--- config.mk ---
export PLATFORM = sky130hd
export DESIGN_NAME = instr_fetch_unit
export DESIGN_NICKNAME = d
export VERILOG_FILES = /design/src/rtl/instr_fetch_unit.sv
export SDC_FILE = /design/constraint.sdc
export NUM_CORES = 1
export LEC_CHECK = 0
export CORE_MARGIN = 1
export CORE_UTILIZATION = 52
export CTS_BUF_LIST = sky130_fd_sc_hd__clkbuf_4
export CTS_CLUSTER_SIZE = 30
export DETAILED_ROUTE_END_ITERATION = 7
export GPL_ROUTABILITY_DRIVEN = 1
export PLACE_DENSITY = 0.86
export SETUP_SLACK_MARGIN = 0.15
export SYNTH_ARGS = -nofsm -noshare
export SYNTH_HDL_FRONTEND = slang
export SYNTH_SLANG_ARGS = --single-unit
--- constraint.sdc ---
create_clock -name clock -period 10 [get_ports clock]
set_input_delay 2.5 -clock clock [delete_from_list [all_inputs] [get_ports clock]]
set_output_delay 2.5 -clock clock [all_outputs]
set_load 0.03 [all_outputs]
--- src/rtl/instr_fetch_unit.sv ---
// Fetch front end: owns the PC, issues synchronous imem reads and buffers {word, pc} pairs in a DEPTH-entry FIFO.
// First word is valid 2 cycles after reset release (3 after redirect); issue stalls once FIFO + in-flight reach DEPTH.
module instr_fetch_unit #(
  parameter logic [31:0] RESET_PC = 32'h0000_0000,
  parameter int unsigned DEPTH    = 4
) (
  input  logic        clock,
  input  logic        reset,
  output logic        mem_req,
  output logic [31:0] mem_addr,
  input  logic [31:0] mem_rdata,
  output logic [31:0] instruction,
  output logic [31:0] instr_pc,
  output logic        instr_valid,
  input  logic        instr_ready,
  input  logic        redirect,
  input  logic [31:0] redirect_pc
);
  localparam int unsigned AW = $clog2(DEPTH);
  localparam int unsigned CW = AW + 1;
  localparam logic [CW-1:0] DEPTH_C = CW'(DEPTH);

  logic [31:0]   fetch_pc_q, fetch_pc_d;
  logic          inflight_q, inflight_d;
  logic [31:0]   inflight_pc_q, inflight_pc_d;
  logic          drop_q, drop_d;
  logic [AW-1:0] rd_ptr_q, rd_ptr_d;
  logic [AW-1:0] wr_ptr_q, wr_ptr_d;
  logic [CW-1:0] count_q, count_d;
  logic [31:0]   last_pc_q, last_pc_d;
  logic [31:0]   fifo_word_q [DEPTH];
  logic [31:0]   fifo_word_d [DEPTH];
  logic [31:0]   fifo_pc_q   [DEPTH];
  logic [31:0]   fifo_pc_d   [DEPTH];
  logic          push;
  logic          pop;
  logic          redirect_pc_unused;

  always_comb begin
    // Credit only counts registered state, so a pop frees a slot one cycle later.
    mem_req     = !reset && !redirect && ((count_q + CW'(inflight_q)) < DEPTH_C);
    mem_addr    = fetch_pc_q;
    instr_valid = (count_q != '0);
    instruction = instr_valid ? fifo_word_q[rd_ptr_q] : 32'h0000_0000;
    instr_pc    = instr_valid ? fifo_pc_q[rd_ptr_q] : last_pc_q;

    push = inflight_q && !drop_q && !redirect;
    pop  = instr_valid && instr_ready && !redirect;

    redirect_pc_unused = ^redirect_pc[1:0];

    fetch_pc_d = fetch_pc_q;
    if (redirect) begin
      fetch_pc_d = {redirect_pc[31:2], 2'b00};
    end else if (mem_req) begin
      fetch_pc_d = fetch_pc_q + 32'd4;
    end

    inflight_d    = mem_req;
    inflight_pc_d = fetch_pc_q;
    drop_d        = mem_req && redirect;
    last_pc_d     = instr_pc;

    fifo_word_d = fifo_word_q;
    fifo_pc_d   = fifo_pc_q;
    if (push) begin
      fifo_word_d[wr_ptr_q] = mem_rdata;
      fifo_pc_d[wr_ptr_q]   = inflight_pc_q;
    end

    if (redirect) begin
      rd_ptr_d = '0;
      wr_ptr_d = '0;
      count_d  = '0;
    end else begin
      rd_ptr_d = rd_ptr_q + AW'(pop);
      wr_ptr_d = wr_ptr_q + AW'(push);
      count_d  = count_q + CW'(push) - CW'(pop);
    end
  end

  always_ff @(posedge clock) begin
    if (reset) begin
      fetch_pc_q    <= RESET_PC;
      inflight_q    <= 1'b0;
      inflight_pc_q <= RESET_PC;
      drop_q        <= 1'b0;
      rd_ptr_q      <= '0;
      wr_ptr_q      <= '0;
      count_q       <= '0;
      last_pc_q     <= RESET_PC;
    end else begin
      fetch_pc_q    <= fetch_pc_d;
      inflight_q    <= inflight_d;
      inflight_pc_q <= inflight_pc_d;
      drop_q        <= drop_d;
      rd_ptr_q      <= rd_ptr_d;
      wr_ptr_q      <= wr_ptr_d;
      count_q       <= count_d;
      last_pc_q     <= last_pc_d;
    end
  end

  // Storage is pure datapath; count gates visibility, so no reset is needed.
  always_ff @(posedge clock) begin
    fifo_word_q <= fifo_word_d;
    fifo_pc_q   <= fifo_pc_d;
  end
endmodule

==> run_results.csv <==
group,metric,value,unit
synth,synthAdderAreaFrac,0.429,%
critical_path,reg2reg_depth,12,
synth,muxShareOfSynthArea,10.8,%
route,wl,28000,µm
clock_tree,cts_tree,"built",
critical_path,crit_fanout,23,
synth,yosysSeqAreaShare,70.6,%
grt,grt_start_max_net_pins,64,
finish,fin_util,65.2,%
floorplanning,die_y,163,µm
synth,yosysUniqueCellTypes,53,
critical_path,crit_required,7.50,ns
critical_path,crit_path_end_kind,"output pin",
critical_path,r2r-end,"count_q[2]",
route,wire_per_inst,18.8,µm
clock_tree,cts.sinks,349,
route,first_pass_iters,5,
timing,tns,0,ns
route,first_iter_violations,595,
timing,max_slew_margin,26.3,%
synth,ys.flop_type,"edfxtp_1",
clock_tree,cts_setup_buffers,0,
power_and_ir_drop,powerDensity,175,mW/mm²
timing,max_clock_freq,0.135,GHz
timing,period_needed,7.38,ns
grt,grt_overflow,0,
critical_path,worstSetupStartpointType,"primary input",
clock_tree,cts_buffers,85,
synth,ys_ff_latch,349,
synth,synth-xor-area-share,1.04,%
synth,synth_edf_count,248,
synth,syn_area_per_cell,15.3,µm²
grt,grt_antenna_before_repair,1,
clock_tree,htreeDepth,3,
grt,grt_pass1_vias,8549,
floorplanning,fp.coreArea,0.0253,mm²
floorplanning,ios,166,
timing,fin_crit_sh,73.8,%
run_status,status,"complete, no violations",
synth,synthCells,877,
timing,clock-skew-final,0.0467,ns
finish,syn2layout_area_growth,22.8,%
grt,grt_usage,21.9,%
timing,rsz0062_at_grt,"no",
power_and_ir_drop,ir_drop,0.106,mV
timing,tightest_slew,1.10,ns
critical_path,reg2reg_slack,6.46,ns
finish,layout-drive-gt1-share,20.6,%
route,vias,8115,
critical_path,crit_type,"in2out",
place,routabilityCongestion,0.792,
finish,nets,1158,
place,hpwl,16700,µm
floorplanning,dieArea,0.0264,mm²
clock_tree,cts-root-buf,"clkbuf_4",
synth,synth_area,0.0134,mm²
clock_tree,clock_path_buffers,3,
worst_hold_path,hold_depth,0,
critical_path,cp-startpoint,"redirect",
synth,synth_compound_gate_area_share,2.86,%
timing,finalHoldViolCount,0,
clock_tree,post_cts_resized,0,
grt,grt_pass1_wl,44000,µm
clock_tree,clk_latency,0.68,ns
synth,ys_warn_count,0,
floorplanning,die_w,163,µm
clock_tree,clkTransAtPathRegs,0.07,ns
timing,drv_slew,0,
route,final_antenna_net_count,0,
synth,async_flop_share,0,%
critical_path,rr_startpoint,"count_q[1]",
floorplanning,fp-row-count,58,
synth,synth_top_family_by_area,"simple AND/OR/NAND/NOR gates",
route,post-route-drc-count,0,
route,via_per_inst,5.46,
critical_path,crit_arrival,4.88,ns
critical_path,cp-endpoint,"mem_req",
power_and_ir_drop,p_leak,5.64,nW
worst_hold_path,worstHoldPathType,"reg2reg",
synth,synthSimpleGateAreaFrac,12.3,%
clock_tree,postCtsHoldBufs,0,
timing,setup_viol,0,
place,numPortBuffers,161,
flow_run,drv_cap,0,
floorplanning,start_util,53.1,%
## per-layer routing
metal | track usage (%) | vias up | wire, µm
met2 | 37.3 | 313 | 14000
met1 | 27.1 | 3990 | 11400
met4 | 9.26 | 0 | 579
li1 | - | 3764 | -
met3 | 5.07 | 48 | 1990
met5 | 0 | - | 0
## synth_stat cells, types with 2 or more instances
library cell  number  area share, %
nor3_1             7           0.26
mux2_1             2           0.17
nand2_1          120            3.4
nand3_1           16           0.60
and4_1             4           0.26
buf_2             10           0.37
xnor2_1           13           0.85
dfxtp_1          101             15
a21oi_1           17           0.63
o211ai_1           4           0.22
buf_4              3           0.17
nor4_1            15           0.70
o311ai_0           3           0.20
xor2_1             3           0.20
ha_1               3           0.28
o21ai_0            8           0.30
mux2i_1            2           0.15
o22ai_1            3           0.14
a32oi_1            3           0.20
a211oi_1           6           0.34
and2_1            43            2.0
inv_2              2          0.056
nand4_1            6           0.28
nor2_1            27           0.76
or4_1              3           0.17
buf_1              4           0.11
a31oi_1            9           0.42
edfxtp_1         248             56
inv_1              8           0.22
or3_1              5           0.23
nor2b_1           57            2.7
and3_1             5           0.23
clkbuf_1          36            1.0
mux4_2            62             10
## worst max-delay path: stages
cell and delay (ns):
clkdlybuf4s50_1 0.62, buf_4 0.35, nor3b_1 0.26, mux2i_2 0.12
inv_2 0.29, clkdlybuf4s50_1 0.74
## cells by family after synthesis
| family | after synthesis |
|---|---|
| fa+ha+maj | 4 |
| flops | 349 |
| simple gates | 318 |
| buf+inv | 63 |
| other cells | 1 |
| compound gates | 59 |
| mux | 67 |
| xor+xnor | 16 |
## report_power, final
part | switching (mW) | internal, mW | leakage (nW)
clock network | 0.531 | 0.618 | 0.673
registers | 0.0230 | 1.56 | 3.10
logic | 0.0835 | 0.0691 | 1.86
## area by class of cell
cell class	instances	area, µm²
sequential	349	9480
fill	1799	8790
multi-input combinational	467	3730
timing repair buffer	173	1700
clock buffer	136	1020
tap	330	413
clock inverter	20	83.8
inverter	10	37.5
antenna	1	2.50
## layout by cell type (no fill, tap or decap), types with 2 or more instances in the layout
cell type	synthesis	layout
edfxtp_1	248	248
clkdlybuf4s50_1	0	160
clkbuf_4	0	136
nand2_1	120	120
dfxtp_1	101	99
mux4_2	62	62
nor2b_1	57	57
and2_1	43	43
nor2_1	27	26
a21oi_1	17	17
nand3_1	16	16
nor4_1	15	14
xnor2_1	13	13
buf_4	3	13
clkinv_1	0	12
a31oi_1	9	9
inv_1	8	8
o21ai_0	8	8
nand4_1	6	6
nor3_1	7	6
a211oi_1	6	6
inv_2	2	5
or3_1	5	5
and3_1	5	4
and4_1	4	4
o211ai_1	4	4
clkinv_2	0	4
or4_1	3	3
o22ai_1	3	3
xor2_1	3	3
o311ai_0	3	3
a32oi_1	3	3
ha_1	3	3
conb_1	1	3
mux2_1	2	2
dfxtp_4	0	2
## sequential cells by signal, summed over array words and instances, names as in the netlist
| register | count |
|---|---|
| inflight_pc_q | 30 |
| fifo_pc_q | 120 |
| mem_addr | 30 |
| inflight_q | 1 |
| count_q | 3 |
| last_pc_q | 32 |
| drop_q | 1 |
| fifo_word_q | 128 |
| rd_ptr_q | 2 |
| wr_ptr_q | 2 |
## worst min path at each step
stage	from	endpoint	slack, ns
after global routing	inflight_pc_q[12]	fifo_pc_q[76]	0.47
after floorplan	inflight_pc_q[4]	fifo_pc_q[100]	0.44
after global placement	inflight_pc_q[3]	fifo_pc_q[35]	0.45
final	inflight_pc_q[8]	fifo_pc_q[104]	0.45
after detailed placement	inflight_pc_q[29]	fifo_pc_q[29]	0.46
after CTS	inflight_pc_q[7]	fifo_pc_q[7]	0.44
## stage by stage
step           worst slack, ns  hold WS [ns]  std cells  area, µm²  power (mW)
4_1_cts                   2.63         0.444       1485      16500        2.93
3_3_place_gp              2.62         0.446       1329      15400        1.77
6_report                  2.62         0.452       1486      16500        2.89
5_1_grt                   2.46         0.471       1486      16500        3.01
2_1_floorplan            0.375         0.438        879      13400        1.69
3_5_place_dp              2.62         0.461       1329      15400        1.77
(Power assumes the default switching activity.)
